[src/rtl/draw_bullets_multi_if.sv]
// Fire-request handshake between the game logic and the bullet engine.
// The master raises valid with x/y/dir; the engine answers with ready.
interface draw_bullets_multi_if;
    logic        valid;
    logic        ready;
    logic [10:0] x;
    logic [9:0]  y;
    logic        dir;

    modport master (output valid, output x, output y, output dir, input ready);
    modport slave  (input valid, input x, input y, input dir, output ready);
endinterface

[src/rtl/draw_bullets_multi.sv]
// Multi-slot bullet engine: allocates, moves and retires up to N bullets and renders
// them as filled circles into a 12-bit pixel stream with a two-clock raster latency.
module draw_bullets_multi #(
    parameter int unsigned N     = 4,
    parameter int unsigned R     = 12,
    parameter int unsigned SPEED = 4,
    parameter int unsigned V_MAX = 479,
    parameter logic [11:0] COLOR = 12'hFFF
) (
    input  logic                 clk,
    input  logic                 rst_n,
    input  logic                 frame_tick,
    draw_bullets_multi_if.slave  fire,
    input  logic [N-1:0]         kill_mask,
    input  logic [10:0]          hcount,
    input  logic [9:0]           vcount,
    output logic [N-1:0]         active_mask,
    output logic [11:0]          pixel
);

    localparam logic [10:0] SpeedW = 11'(SPEED);
    localparam logic [10:0] VMaxW  = 11'(V_MAX);
    localparam logic [23:0] RadSq  = 24'(R * R);

    // Slot state
    logic [N-1:0] act_q, act_d;
    logic [N-1:0] dir_q, dir_d;
    logic [10:0]  x_q [N];
    logic [10:0]  x_d [N];
    logic [9:0]   y_q [N];
    logic [9:0]   y_d [N];

    // Render pipeline
    logic signed [11:0] dx_q [N];
    logic signed [10:0] dy_q [N];
    logic [N-1:0]       act_s1_q;
    logic [10:0]        dx_mag [N];
    logic [9:0]         dy_mag [N];
    logic [23:0]        dist_sq [N];
    logic [N-1:0]       hit;

    logic [N-1:0] alloc;
    logic         alloc_found;
    logic         fire_go;

    assign fire.ready  = ~&act_q;
    assign fire_go     = fire.valid & fire.ready;
    assign active_mask = act_q;

    // Lowest-index free slot, from registered state only.
    always_comb begin
        alloc       = '0;
        alloc_found = 1'b0;
        for (int i = 0; i < N; i++) begin
            if (!act_q[i] && !alloc_found) begin
                alloc[i]    = 1'b1;
                alloc_found = 1'b1;
            end
        end
    end

    always_comb begin
        act_d = act_q;
        dir_d = dir_q;
        x_d   = x_q;
        y_d   = y_q;
        for (int i = 0; i < N; i++) begin
            if (fire_go && alloc[i]) begin
                act_d[i] = 1'b1;
                x_d[i]   = fire.x;
                y_d[i]   = fire.y;
                dir_d[i] = fire.dir;
            end else if (act_q[i]) begin
                if (kill_mask[i]) begin
                    act_d[i] = 1'b0;
                end else if (frame_tick) begin
                    if (!dir_q[i]) begin
                        if ({1'b0, y_q[i]} < SpeedW) begin
                            act_d[i] = 1'b0;
                        end else begin
                            y_d[i] = y_q[i] - SpeedW[9:0];
                        end
                    end else begin
                        // 11-bit sum so a bottom-edge overflow cannot wrap into range
                        if (({1'b0, y_q[i]} + SpeedW) > VMaxW) begin
                            act_d[i] = 1'b0;
                        end else begin
                            y_d[i] = y_q[i] + SpeedW[9:0];
                        end
                    end
                end
            end
        end
    end

    always_ff @(posedge clk or negedge rst_n) begin
        if (!rst_n) begin
            act_q <= '0;
            dir_q <= '0;
            for (int i = 0; i < N; i++) begin
                x_q[i] <= '0;
                y_q[i] <= '0;
            end
        end else begin
            act_q <= act_d;
            dir_q <= dir_d;
            for (int i = 0; i < N; i++) begin
                x_q[i] <= x_d[i];
                y_q[i] <= y_d[i];
            end
        end
    end

    // S1: per-slot signed offsets of the raster position from each bullet centre.
    always_ff @(posedge clk or negedge rst_n) begin
        if (!rst_n) begin
            act_s1_q <= '0;
            for (int i = 0; i < N; i++) begin
                dx_q[i] <= '0;
                dy_q[i] <= '0;
            end
        end else begin
            act_s1_q <= act_q;
            for (int i = 0; i < N; i++) begin
                dx_q[i] <= $signed({1'b0, hcount}) - $signed({1'b0, x_q[i]});
                dy_q[i] <= $signed({1'b0, vcount}) - $signed({1'b0, y_q[i]});
            end
        end
    end

    // S2: squares of magnitudes, so the sum never wraps in 24 bits.
    always_comb begin
        hit = '0;
        for (int i = 0; i < N; i++) begin
            dx_mag[i]  = dx_q[i][11] ? 11'(-dx_q[i]) : dx_q[i][10:0];
            dy_mag[i]  = dy_q[i][10] ? 10'(-dy_q[i]) : dy_q[i][9:0];
            dist_sq[i] = (24'(dx_mag[i]) * 24'(dx_mag[i])) + (24'(dy_mag[i]) * 24'(dy_mag[i]));
            hit[i]     = act_s1_q[i] && (dist_sq[i] <= RadSq);
        end
    end

    always_ff @(posedge clk or negedge rst_n) begin
        if (!rst_n) begin
            pixel <= '0;
        end else begin
            pixel <= (|hit) ? COLOR : 12'h000;
        end
    end

endmodule

[src/flat_wrapper.sv]
// flat-port wrapper written by rule: the top's interface ports become plain ports
module draw_bullets_multi_flat 
#(
    parameter int unsigned N     = 4,
    parameter int unsigned R     = 12,
    parameter int unsigned SPEED = 4,
    parameter int unsigned V_MAX = 479,
    parameter logic [11:0] COLOR = 12'hFFF
)
  (clk, rst_n, frame_tick, kill_mask, hcount, vcount, active_mask, pixel, fire_valid, fire_x, fire_y, fire_dir, fire_ready);
  draw_bullets_multi_if fire_i ();
  input  logic clk;
  input  logic rst_n;
  input  logic frame_tick;
  input  logic [N-1:0] kill_mask;
  input  logic [10:0] hcount;
  input  logic [9:0] vcount;
  output logic [N-1:0] active_mask;
  output logic [11:0] pixel;
  input wire logic [$bits(fire_i.valid)-1:0] fire_valid;
  input wire logic [$bits(fire_i.x)-1:0] fire_x;
  input wire logic [$bits(fire_i.y)-1:0] fire_y;
  input wire logic [$bits(fire_i.dir)-1:0] fire_dir;
  output wire logic [$bits(fire_i.ready)-1:0] fire_ready;
  assign fire_i.valid = fire_valid;
  assign fire_i.x = fire_x;
  assign fire_i.y = fire_y;
  assign fire_i.dir = fire_dir;
  assign fire_ready = fire_i.ready;
  draw_bullets_multi #(.N(N), .R(R), .SPEED(SPEED), .V_MAX(V_MAX), .COLOR(COLOR)) u_core (.clk(clk), .rst_n(rst_n), .frame_tick(frame_tick), .fire(fire_i), .kill_mask(kill_mask), .hcount(hcount), .vcount(vcount), .active_mask(active_mask), .pixel(pixel));
endmodule
[config.mk]
export PLATFORM = sky130hd
export DESIGN_NAME = draw_bullets_multi_flat
export DESIGN_NICKNAME = d
export VERILOG_FILES = /design/src/rtl/draw_bullets_multi_if.sv /design/src/rtl/draw_bullets_multi.sv /design/src/flat_wrapper.sv
export SDC_FILE = /design/constraint.sdc
export NUM_CORES = 2
export LEC_CHECK = 0
export ABC_AREA = 1
export BUFFER_PORTS_ARGS = -buffer_cell sky130_fd_sc_hd__buf_2
export CAP_MARGIN = 20
export CORE_ASPECT_RATIO = 0.75
export CORE_MARGIN = 2
export CORE_UTILIZATION = 65
export DETAILED_ROUTE_END_ITERATION = 12
export PLACE_DENSITY = 0.86
export SLEW_MARGIN = 20
export SYNTH_ARGS = -nofsm -noshare
export SYNTH_HDL_FRONTEND = slang
export SYNTH_SLANG_ARGS = --single-unit
[constraint.sdc]
create_clock -name clk -period 8.5 [get_ports clk]
set_input_delay 2.125 -clock clk [delete_from_list [all_inputs] [get_ports clk]]
set_output_delay 2.125 -clock clk [all_outputs]
set_load 0.05 [all_outputs]
# Yosys cells after proc, flatten, opt, wreduce, memory -nomap -nowiden
# Index checks and enable logic that the tools add are counted.
[word_totals] word_cells=190 regBits=200 output_inout_bits=17
[classes] reduce_logical=31 n_eq_ne=12 bitwise_logic=1 muxes=71 order_cmp=12 n_addsub=32 mul=8
[op_table] operator="10-bit 2-to-1 mux" count=32
[op_table] operator="24-bit by 8-bit less-or-equal comparator with 1-bit output, second input constant" count=4
[op_table] operator="22-bit by 20-bit adder with 23-bit output" count=4
[op_table] operator="11-bit by 11-bit multiplier with 22-bit output" count=4
[op_table] operator="10-bit by 10-bit multiplier with 20-bit output" count=4
[op_table] operator="11-bit by 11-bit subtractor with 12-bit output" count=4
[op_table] operator="10-bit by 3-bit adder with 11-bit output, second input constant" count=4
[op_table] operator="11-bit by 9-bit greater-than comparator with 1-bit output, second input constant" count=4
[op_table] operator="11-bit 2-to-1 mux" count=4
[op_table] operator="11-bit negation" count=4
[op_table] operator="10-bit by 10-bit subtractor with 11-bit output" count=4
[op_table] operator="10-bit by 3-bit adder with 10-bit output, second input constant" count=4
[op_table] operator="10-bit by 3-bit less-than comparator with 1-bit output, second input constant" count=4
[op_table] operator="10-bit negation" count=4
[op_table] operator="10-bit by 3-bit subtractor with 10-bit output, second input constant" count=4
[op_table] operator="1-bit 2-to-1 mux" count=34
[op_table] operator="5-bit AND reduction" count=4
[op_table] operator="2-bit nonzero test" count=8
[op_table] operator="12-bit 2-to-1 mux" count=1
[op_table] operator="3-bit by 1-bit inequality test with 1-bit output, second input constant" count=4
[op_table] operator="3-bit inequality test, second input constant" count=4
[op_table] operator="1-bit logical AND" count=11
[op_table] operator="2-bit by 1-bit inequality test with 1-bit output, second input constant" count=4
[op_table] operator="1-bit zero test" count=6
[op_table] operator="3 further kinds" count=3

# Depth between registers and ports, before layout
[logic_depth] depth_word=12 ltp_mapped=43 ltp_nobuf=42

# Least setup slack after synthesis
# Ideal clock, no wire load.
[synth_path] path_type="reg-to-reg" from="reg u_core.dy_q[0] (netlist name)" to="reg u_core.pixel[10]" arrival_ns=6.966 required_ns=8.435 path_slack_ns=1.469 path_stages_with_launch=40 path_cell_list="dfrtp_1 -> inv_1 -> clkbuf_1 -> ha_1 -> nand2_1 -> nor2_1 -> inv_1 -> nor3_1 -> nand3_1 -> nand2_1 -> nand2_1 -> nand2_2 -> inv_1 -> nor2_1 -> inv_1 -> fa_1 -> inv_1 -> fa_1 -> (+4 left out) -> fa_1 -> fa_1 -> fa_1 -> ha_1 -> nand2_1 -> inv_1 -> nand2_1 -> and2_1 -> nor2_1 -> nor2_1 -> nand2_1 -> nand2_1 -> nand4_1 -> nor2_1 -> nand3_1 -> nand2_1 -> inv_1 -> nand2_1"
[synth_between] elab_chain_cells=8
[synth_lines] item="start: declaration" line="draw_bullets_multi.sv:35" rtl="logic signed [10:0] dy_q [N];"
[synth_lines] item="start signal: indexed assignment" line="draw_bullets_multi.sv:126" rtl="dy_q[i] <= $signed({1'b0, vcount}) - $signed({1'b0, y_q[i]});"
[synth_lines] item="10-bit negation" line="draw_bullets_multi.sv:136" rtl="dy_mag[i] = dy_q[i][10] ? 10'(-dy_q[i]) : dy_q[i][9:0];"
[synth_lines] item="10-bit 2-to-1 mux *" line="draw_bullets_multi.sv:136"
[synth_lines] item="10-bit by 10-bit multiplier with 20-bit output *" line="draw_bullets_multi.sv:137" rtl="dist_sq[i] = (24'(dx_mag[i]) * 24'(dx_mag[i])) + (24'(dy_mag[i]) * 24'(dy_mag[i]));"
[synth_lines] item="22-bit by 20-bit adder with 23-bit output *" line="draw_bullets_multi.sv:137"
[synth_lines] item="24-bit by 8-bit less-or-equal comparator with 1-bit output *" line="draw_bullets_multi.sv:138" rtl="hit[i] = act_s1_q[i] && (dist_sq[i] <= RadSq);"
[synth_lines] item="1-bit logical AND *" line="draw_bullets_multi.sv:138"
[synth_lines] item="4-bit OR reduction *" line="draw_bullets_multi.sv:146" rtl="pixel <= (|hit) ? COLOR : 12'h000;"
[synth_lines] item="12-bit 2-to-1 mux *" line="draw_bullets_multi.sv:146"
[synth_lines] item="end signal: assignment" line="draw_bullets_multi.sv:146"
[synth_lines] item="end: declaration" line="draw_bullets_multi.sv:18" rtl="output logic [11:0] pixel"
# Every way passes the cells marked *; elsewhere a longest branch is shown, timed or not.
# A chain may end at the register's enable or synchronous reset.

# Worst setup path after layout
# Same ends and word-level chain as after synthesis.

==> results.toml <==
[worst_setup_path]
worstPathArrival_ns = 8.27
crit_fanout = 12
path_delay_family = "adder cells"
rr_endpoint = "u_core.pixel[10]$_DFF_PN0_"
cp_slowest_stage_delay_ns = 0.55
cp.depth = 35
path_buf_inv = 8
endpoint_kind = "flip-flop"
crit_path_top_delay_cell = "fa_1"
crit_type = "reg -> reg"
worstRegToRegCells = 35
critPathLaunchType = "flip-flop"
cp.required_ns = 8.84
rrSetupSlack_ns = 0.57
reg2reg_from = "u_core.dy_q[0]$_DFF_PN0_"

[min_path]
min_from = "u_core.x_q[0]$_DFFE_PN0P_"
holdPathStages = 2
min_to = "u_core.x_q[0]$_DFFE_PN0P_"
hp-class = "reg -> reg"

[sta]
setup_violations = 0
drv_slew = 0
min_period_over_period_pct = 93.4
setup_ws_ns = 0.565
skew_ns = 0.0124
worst_pin_slew_ns = 0.970
hold_viol_final = 0
rsz0062_at_grt = "false"
min_period_ns = 7.93
timing.fmax_mhz = 126
setup_tns_ns = 0
slew_headroom_pct = 35.3

[synth]
synthesis.nets = 6184
synth_top_area_share_pct = 30.1
ys_ff_latch = 189
synth_edf_count = 0
synth_cell_type_count = 56
synth_ff_type = "dfrtp_1"
synth_top_area_cell = "fa_1"
synth_area_um2 = 39200
ys_seq_area_share_pct = 12.1
syn_inst = 5093
yosys_warnings = 0
synth_area_leaders = "fa_1 30%, ha_1 14%, inv_1 13%"
async_flop_share_pct = 100
syn_avg_cell_area_um2 = 7.69

[die]
core-area_um2 = 59300
rows = 77
die_w_um = 287
die_area_um2 = 62300
initial_utilization_pct = 66.1
io_pins = 68
die_height_um = 217

[flow_run]
cap_violations = 0

[final_layout]
area_growth_pct = 4.34
final_common_cell = "inv_1"
final_cell_mix = "1316 x inv_1, 1019 x nand2_1, 588 x fa_1, 452 x ha_1, 431 x nor2_1"
drive_gt1_share_pct = 4.05
fin_nets = 6217
fillers = 4630

[cts]
cts_resized = 0
ctsLongestPathBuffers = 2
clk_latency_ns = 0.45
cts-root-buf = "clkbuf_16"
cts_post_setup_buffers_inserted = 0
clk_pin_slew_ns = 0.07
cts-htree-levels = 4
cts_made_buffers = 17
cts_hold_buf = 0
clock-sinks = 189
cts_tree = "built"

[routing]
dr.pass1.iters = 6
dr.first_iter.drc_count = 3367
routed_wirelength_um = 99200
routedWlPerCell_um = 16.7
drcViolationCount = 0
ant_nets = 0
vias_per_cell = 5.44
vias = 32283

[global_route]
grt_use_total_pct = 33.1
antenna_found_initial = 10
grt_pass1_vias = 32340
grt_max_degree = 98
overflow = 0
grt_pass1_wl_um = 164000

[place]
portBuffers = 67
preCtsSetupSlack_ns = 0.560
detailed_place_hpwl_um = 85300
routabilityCongestion = 1.00

[run_status]
status = "completed"
[per-stage QoR]
| step | hold slack [ns] | utilization, % | area, um2 | instances |
|---|---|---|---|---|
| 5_1_grt | 0.514 | 69.0 | 40900 | 5927 |
| 6_report | 0.494 | 69.0 | 40900 | 5930 |
| 3_3_place_gp | 0.466 | 68.0 | 40300 | 5897 |
| 2_1_floorplan | 0.453 | - | 39200 | 5093 |
| 4_1_cts | 0.493 | 68.9 | 40800 | 5927 |
| 3_5_place_dp | 0.476 | 68.0 | 40300 | 5897 |
[Yosys cell counts, types with 11 or more instances]
cell type / number
or2_2: 23
xnor2_1: 37
o21ai_0: 197
ha_1: 452
clkinv_1: 14
nor3_2: 12
nand2_1: 1019
dfrtp_1: 189
nor3_1: 53
nand3_1: 215
buf_4: 15
inv_2: 13
nand2_2: 15
nand3b_1: 36
o21bai_1: 11
fa_1: 588
a21oi_1: 153
nand4_1: 36
xor2_1: 116
clkbuf_1: 37
nor2_1: 432
inv_1: 1318
[worst max-delay path by stage]
stage                                  start                         end  slack, ns
CTS                 u_core.dy_q[0]$_DFF_PN0_  u_core.pixel[10]$_DFF_PN0_       0.54
detailed placement  u_core.dy_q[0]$_DFF_PN0_  u_core.pixel[10]$_DFF_PN0_       0.56
global placement    u_core.dy_q[0]$_DFF_PN0_  u_core.pixel[10]$_DFF_PN0_       0.71
floorplan           u_core.dy_q[0]$_DFF_PN0_  u_core.pixel[10]$_DFF_PN0_       1.47
global route        u_core.dy_q[0]$_DFF_PN0_  u_core.pixel[10]$_DFF_PN0_       0.02
finish              u_core.dy_q[0]$_DFF_PN0_  u_core.pixel[10]$_DFF_PN0_       0.57
[registers in the layout, indices dropped and copies added, names as in the netlist]
register / count
u_core.dx_q: 48
u_core.dir_q: 4
u_core.pixel: 1
u_core.dy_q: 44
u_core.act_s1_q: 4
u_core.y_q: 40
u_core.x_q: 44
u_core.active_mask: 4
[kinds of logic (layout without fill, tap and decap cells)]
logic type	after synthesis	in the layout	share of synthesized area (%)
AOI/OAI and AO/OA	418	418	5.75
xor gates and xnor gates	154	154	3.46
adders and majority gates	1040	1040	44.5
other	0	3	0
DFF	189	189	12.1
and+or+nand+nor	1882	1882	20.5
buffers and inverters	1410	1454	13.7
[metal layers]
metal | global-route usage, % | vias up | part of all wire [%]
met2 | 47.2 | 1481 | 41
met1 | 49.2 | 15233 | 45
met5 | 0 | - | 0.095
met3 | 11.7 | 173 | 13
li1 | - | 15382 | -
met4 | 5.59 | 14 | 1.7
[final cells by class]
cell class                 instances  area, um2  share of cell area [%]
sequential                       189       4730                    11.6
multi-input combinational       3494      29100                    71.2
timing repair buffer              78        427                    1.04
tap                              790        988                    2.42
clock buffer                      19        433                    1.06
antenna                            3       7.51                  0.0184
clock inverter                    11        134                   0.328
inverter                        1346       5060                    12.4
[tightest hold or removal path: stages, from the launching register on]
cell and delay [ns]:
dfrtp_1 0.35, nand2_1 0.05, o21ai_0 0.05
Power is not shown: default switching activity piles up to over one toggle a cycle in this logic, so the estimate is an artifact.
